[config.mk]
export PLATFORM = sky130hd
export DESIGN_NAME = en_pulse_gen
export DESIGN_NICKNAME = d
export VERILOG_FILES = /design/src/rtl/en_pulse_pkg.sv /design/src/rtl/sync_2ff.sv /design/src/rtl/en_pulse_gen.sv
export SDC_FILE = /design/constraint.sdc
export NUM_CORES = 1
export LEC_CHECK = 0
export ABC_AREA = 0
export BUFFER_PORTS_ARGS = -buffer_cell sky130_fd_sc_hd__buf_4
export CAP_MARGIN = 20
export CORE_AREA = 4 4 41 43
export DETAILED_ROUTE_END_ITERATION = 7
export DIE_AREA = 0 0 45 47
export GPL_TIMING_DRIVEN = 0
export PLACE_DENSITY = 0.46
export SYNTH_ARGS = -nofsm -noshare
export SYNTH_HDL_FRONTEND = slang
export SYNTH_HIERARCHICAL = 1
export SYNTH_SLANG_ARGS = --single-unit
[constraint.sdc]
create_clock -name clk -period 3.1 [get_ports clk]
set_input_delay 0.62 -clock clk [delete_from_list [all_inputs] [get_ports clk]]
set_output_delay 0.62 -clock clk [all_outputs]
set_load 0.02 [all_outputs]
[src/rtl/en_pulse_pkg.sv]
`default_nettype none
// ============================================================================
// Module      : en_pulse_pkg
// Description : Shared types and constants for the debounced enable generator.
// Revision    : 1.0
// ============================================================================
package en_pulse_pkg;

    typedef enum logic [1:0] {
        ST_LOW       = 2'd0,
        ST_WAIT_HIGH = 2'd1,
        ST_HIGH      = 2'd2,
        ST_WAIT_LOW  = 2'd3
    } en_state_t;

    localparam int DB_CYCLES_DEFAULT = 4;

endpackage : en_pulse_pkg
`default_nettype wire

[src/rtl/sync_2ff.sv]
`default_nettype none
// ============================================================================
// Module      : sync_2ff
// Description : Two-flop synchroniser for a single asynchronous level input.
// Revision    : 1.0
// ============================================================================
module sync_2ff (
    input  logic clk,
    input  logic rst,
    input  logic d,
    output logic q
);

    logic r_s1;
    logic r_s2;

    always_ff @(posedge clk) begin
        if (rst) begin
            r_s1 <= 1'b0;
            r_s2 <= 1'b0;
        end else begin
            r_s1 <= d;
            r_s2 <= r_s1;
        end
    end

    assign q = r_s2;

endmodule : sync_2ff
`default_nettype wire

[src/rtl/en_pulse_gen.sv]
`default_nettype none
// ============================================================================
// Module      : en_pulse_gen
// Description : Debounces a raw level and emits a clean level plus one-cycle
//               rise/fall enable pulses.
// Revision    : 1.0
// ============================================================================
module en_pulse_gen
    import en_pulse_pkg::*;
#(
    parameter int DB_CYCLES = DB_CYCLES_DEFAULT,
    parameter int CNT_W     = (DB_CYCLES > 1) ? $clog2(DB_CYCLES) : 1
) (
    input  logic clk,
    input  logic rst,
    input  logic din,
    output logic db_level,
    output logic en_rise,
    output logic en_fall
);

    localparam logic [CNT_W-1:0] c_cnt_last = CNT_W'(DB_CYCLES - 1);
    localparam logic [CNT_W-1:0] c_cnt_one  = CNT_W'(1);

    logic             w_s2;
    en_state_t        r_state;
    en_state_t        w_state_nxt;
    logic [CNT_W-1:0] r_cnt;
    logic [CNT_W-1:0] w_cnt_nxt;
    logic             r_level;
    logic             w_level_nxt;
    logic             r_rise;
    logic             w_rise_nxt;
    logic             r_fall;
    logic             w_fall_nxt;

    sync_2ff u_sync (
        .clk (clk),
        .rst (rst),
        .d   (din),
        .q   (w_s2)
    );

    always_ff @(posedge clk) begin
        if (rst) begin
            r_state <= ST_LOW;
            r_cnt   <= '0;
            r_level <= 1'b0;
            r_rise  <= 1'b0;
            r_fall  <= 1'b0;
        end else begin
            r_state <= w_state_nxt;
            r_cnt   <= w_cnt_nxt;
            r_level <= w_level_nxt;
            r_rise  <= w_rise_nxt;
            r_fall  <= w_fall_nxt;
        end
    end

    // Outputs are computed one cycle ahead so that level and pulses are registered.
    always_comb begin
        w_state_nxt = r_state;
        w_cnt_nxt   = r_cnt;
        w_level_nxt = r_level;
        w_rise_nxt  = 1'b0;
        w_fall_nxt  = 1'b0;
        case (r_state)
            ST_LOW: begin
                if (w_s2) begin
                    if (DB_CYCLES == 1) begin
                        w_state_nxt = ST_HIGH;
                        w_level_nxt = 1'b1;
                        w_rise_nxt  = 1'b1;
                    end else begin
                        w_state_nxt = ST_WAIT_HIGH;
                        w_cnt_nxt   = c_cnt_one;
                    end
                end
            end
            ST_WAIT_HIGH: begin
                if (!w_s2) begin
                    w_state_nxt = ST_LOW;
                    w_cnt_nxt   = '0;
                end else if (r_cnt == c_cnt_last) begin
                    w_state_nxt = ST_HIGH;
                    w_cnt_nxt   = '0;
                    w_level_nxt = 1'b1;
                    w_rise_nxt  = 1'b1;
                end else begin
                    w_cnt_nxt = r_cnt + c_cnt_one;
                end
            end
            ST_HIGH: begin
                if (!w_s2) begin
                    if (DB_CYCLES == 1) begin
                        w_state_nxt = ST_LOW;
                        w_level_nxt = 1'b0;
                        w_fall_nxt  = 1'b1;
                    end else begin
                        w_state_nxt = ST_WAIT_LOW;
                        w_cnt_nxt   = c_cnt_one;
                    end
                end
            end
            ST_WAIT_LOW: begin
                if (w_s2) begin
                    w_state_nxt = ST_HIGH;
                    w_cnt_nxt   = '0;
                end else if (r_cnt == c_cnt_last) begin
                    w_state_nxt = ST_LOW;
                    w_cnt_nxt   = '0;
                    w_level_nxt = 1'b0;
                    w_fall_nxt  = 1'b1;
                end else begin
                    w_cnt_nxt = r_cnt + c_cnt_one;
                end
            end
            default: begin
                w_state_nxt = ST_LOW;
                w_cnt_nxt   = '0;
            end
        endcase
    end

    assign db_level = r_level;
    assign en_rise  = r_rise;
    assign en_fall  = r_fall;

endmodule : en_pulse_gen
`default_nettype wire

# Word level (Yosys, flattened, before mapping)
# Index checks and enable logic that the tools add are counted.
[totals]
ff_bits = 9
inputBits = 3
[classes]
n_addsub = 1
n_eq_ne = 12
mux = 18
bitwise_logic = 3
reduce_logical = 7
[ops]
columns = ["op", "n"]
rows = [
  ["2-to-1 mux 2 bit", 10],
  ["case mux 2 bit (4 select lines)", 2],
  ["inequality test 2 bit (second input constant)", 4],
  ["== test 2 bit (second input constant)", 3],
  ["OR reduction 3 bit", 2],
  ["2-to-1 mux 1 bit", 5],
  ["AND reduction 5 bit", 1],
  ["inequality test 2 x 1 -> 1 bit (second input constant)", 2],
  ["AND reduction 4 bit", 1],
  ["inequality test 3 x 2 -> 1 bit (second input constant)", 1],
  ["inequality test 3 bit (second input constant)", 1],
  ["inverter 1 bit", 3],
  ["adder 2 x 1 -> 2 bit (second input constant)", 1],
  ["== test 2 x 1 -> 1 bit (second input constant)", 1],
  ["logical NOT 2 bit", 1],
  ["case mux 1 bit (2 select lines)", 1],
  ["AND reduction 2 bit", 1],
  ["nonzero test 2 bit", 1],
]

# Logic depth before layout (Yosys ltp)
[logic_depth]
word_depth = 4
depth_mapped = 4

# By module
# The synthesis kept the hierarchy.
[by_module_without_submodules]
columns = ["module", "n_inst", "cells_each", "area_each_um2", "seq_area_each_um2"]
rows = [
  ["en_pulse_gen", 1, 31, 311.5, 140.1],
  ["sync_2ff", 1, 4, 52.6, 40.0],
]

# Worst setup path after synthesis
# OpenSTA, ideal clock, no wires.
[synth_timing]
kind = "register to register"
start = "register with a tool-made name"
end = "register r_cnt[1]"
setup_time_ns = 0.066
arrival_time_ns = 1.036
required_time_ns = 3.034
path_slack_ns = 1.998
stages_incl_launch_ff = 5
path_buffers = 1
period_less_slack_ns = 1.102
path_cell_list = "dfxtp_1 -> buf_6 -> xor2_1 -> or3b_1 -> a21oi_2"
[synth_rtl]
columns = ["item", "line", "rtl"]
rows = [
  ["to (signal assigned)", "en_pulse_gen.sv:53", "r_cnt <= w_cnt_nxt;"],
  ["to (decl)", "en_pulse_gen.sv:28", "logic [CNT_W-1:0] r_cnt;"],
]

# Worst setup path after layout
[layout_timing]
start = "register r_level (netlist: db_level)"
end = "output port db_level"
[layout_rtl]
columns = ["item", "line", "rtl"]
rows = [
  ["from (decl)", "en_pulse_gen.sv:30", "logic r_level;"],
  ["from (signal assigned)", "en_pulse_gen.sv:54", "r_level <= w_level_nxt;"],
  ["to (decl)", "en_pulse_gen.sv:17", "output logic db_level,"],
]
# No word-level cell between the ends.

==> metrics.csv <==
metric,value,unit
Reg-to-Reg End,r_cnt[1],
Post CTS Setup Buffer Count,0,
slowest cell on the critical path,dfxtp_1,
post-synthesis cell area,364.1,µm²
Layout area overhead,22.68,%
Slew @ Worst Pin,0.2785,ns
outcome,"finished, final reports clean",
R2R Setup Slk,1.92,ns
Residual DRC,0,
Final Critical Period,1.363,ns
Num CTS Buffers,3,
"delay-heaviest family, CP",flip-flops,
die width,45,µm
Layout fillers,143,
H-tree levels,1,
diodes inserted,0,
Startpoint Class,register,
maximum clock path buffer count,2,
Sw Pwr,43.89,µW
crit-path max cell delay,0.34,ns
hold_buf cts,0,
average wire per standard cell,11.51,µm
Final Hold Violating Endpoints,0,
Yosys cell types,21,
# clock sinks,9,
final core utilization,34.33,%
Max VDD drop,141.5,µV
"Seq/Total Area, Yosys",49.48,%
share of layout cells above drive strength 1,25.00,%
port bufs,5,
1st-iter DRT viols,2,
Setup Viol. Count Final,0,
sw frac,20.39,%
"area leader, netlist",dfxtp_1,
Flop pwr share,55.5,%
Cells after Synth,35,
Lkg Pwr,0.1876,nW
first-pass GRT wire length,1235,µm
internal power,171.4,µW
Multi-input gate area,167.7,µm²
final period utilization,43.95,%
Synth area leaders,"dfxtp_1 49%, ha_1 6.9%, nor4b_1 4.8%",
ys async rst share,0,%
pin count of the biggest net entering global routing,10,
post-route ant nets,0,
PwrDens,482.0,nW/µm²
Main synth FF type,dfxtp_1,
GPL Wtd Cong,0.6689,
drt pass-1 iters,2,
Max-Slew Margin vs Limit,81.37,%
"EDFF count, synth",0,
Logic pwr share,4.0,%
Worst-Skew Late Latency,0.25,ns
hold crit path type,register to register,
FP Rows,13,
WP data arrival,0.74,ns
CP Capture Type,primary output,
"Clk pin slew, worst setup/hold paths",0.06,ns
CP required,2.48,ns
Yosys warnings,6,
most frequent cell after synthesis,dfxtp_1,
post-synth top area share,49.48,%
worst r2r src,u_sync/q,
post-CTS sizing,0,
Total Routed Length,679,µm
clk root buf,clkbuf_4,
Reg area,180.2,µm²
die area,2115,µm²
vias in the first global route,271,
core area,1301,µm²
Final Net Count,50,
dpl hpwl,496.2,µm
Via Count,271,
CP startpoint,db_level,
Fin Clk Skew,0.005122,ns
RSZ-0062 raised after global routing,no,
crit path to,db_level,
fin. max-slew vios,0,
total track usage,8.882,%
setup TNS,0,ns
CP cell instances,buf_4,
Die Y,47,µm
kind of critical path,register to primary output,
total gr overflow,0,
instance count on the critical path,1,
"FF+latch count, synth",9,
initial antenna violation count,0,
# IOs,6,
max_cap viols,0,
CP Max Fanout,3,
Reg2Reg Depth,4,
vias per inst,4.593,
Starting Density,27.98,%
"Net Count, Synth",40,
highest clock rate,733.9,MHz
Clk pwr share,40.4,%
Bufs and invs on worst path,1,
mean cell area of the mapped netlist,10.40,µm²
CTS tree,yes,
==> cell usage in the layout, fill, tap and decap left out, types with 2 or more instances in the layout <==
cell,n
nand2_1,2
ha_1,2
nor2b_1,2
clkbuf_4,3
nor4b_1,2
buf_4,5
nand3b_1,2
nor2_1,2
dfxtp_1,9
==> cell type report <==
| class | count | share of cell area (%) |
|---|---|---|
| sequential | 9 | 40.34 |
| multi-input combinational | 24 | 37.54 |
| timing repair buffer | 5 | 8.403 |
| clock buffer | 4 | 5.882 |
| tap | 15 | 4.202 |
| buffer | 2 | 3.641 |
==> routing by layer <==
metal	wire length [µm]	vias to the layer above	GRT usage, %
met4	0	0	5.263
met1	304	123	9.655
met2	333	6	12.71
li1	-	142	-
met5	0	-	0
met3	41	0	6.130
==> kinds of logic (layout without fill, tap and decap cells) <==
kind of cell    Yosys count  in the layout  share of synthesized area [%]
simple gates             13             13                          21.65
buf+inv                   2             11                          4.466
compound gates            8              8                          15.12
fa+ha+maj                 2              2                          6.872
flops                     9              9                          49.48
xor+xnor                  1              1                          2.406
==> worst min path at each step <==
stage,to,from,slack [ns],cells after the start
6_report,u_sync/q,u_sync/r_s1,0.45,1
5_1_grt,u_sync/q,u_sync/r_s1,0.47,1
4_1_cts,u_sync/q,u_sync/r_s1,0.45,1
3_5_place_dp,u_sync/q,u_sync/r_s1,0.43,1
3_3_place_gp,u_sync/q,u_sync/r_s1,0.43,1
2_1_floorplan,u_sync/q,u_sync/r_s1,0.41,1
==> power by group through the flow <==
stage / registers (mW) / clock network, mW / logic [mW]
after floorplan: 0.122 / 0 / 0.00419
after global placement: 0.122 / 0 / 0.00804
after detailed placement: 0.122 / 0 / 0.00868
after CTS: 0.119 / 0.0923 / 0.00873
after global routing: 0.120 / 0.0998 / 0.0100
final: 0.120 / 0.0871 / 0.00870
==> per-stage QoR <==
stage               setup WS, ns  hold WS (ns)  std cells  power, mW  instance area (µm²)
finish                     1.737        0.4485         59     0.2153                446.7
global route               1.688        0.4713         59     0.2297                446.7
CTS                        1.722        0.4483         59     0.2205                446.7
detailed placement         1.947        0.4337         55     0.1308                420.4
global placement           1.960        0.4261         55     0.1300                420.4
floorplan                  1.998        0.4138         35     0.1259                364.1
No activity file was read; power rests on OpenSTA's default activity.
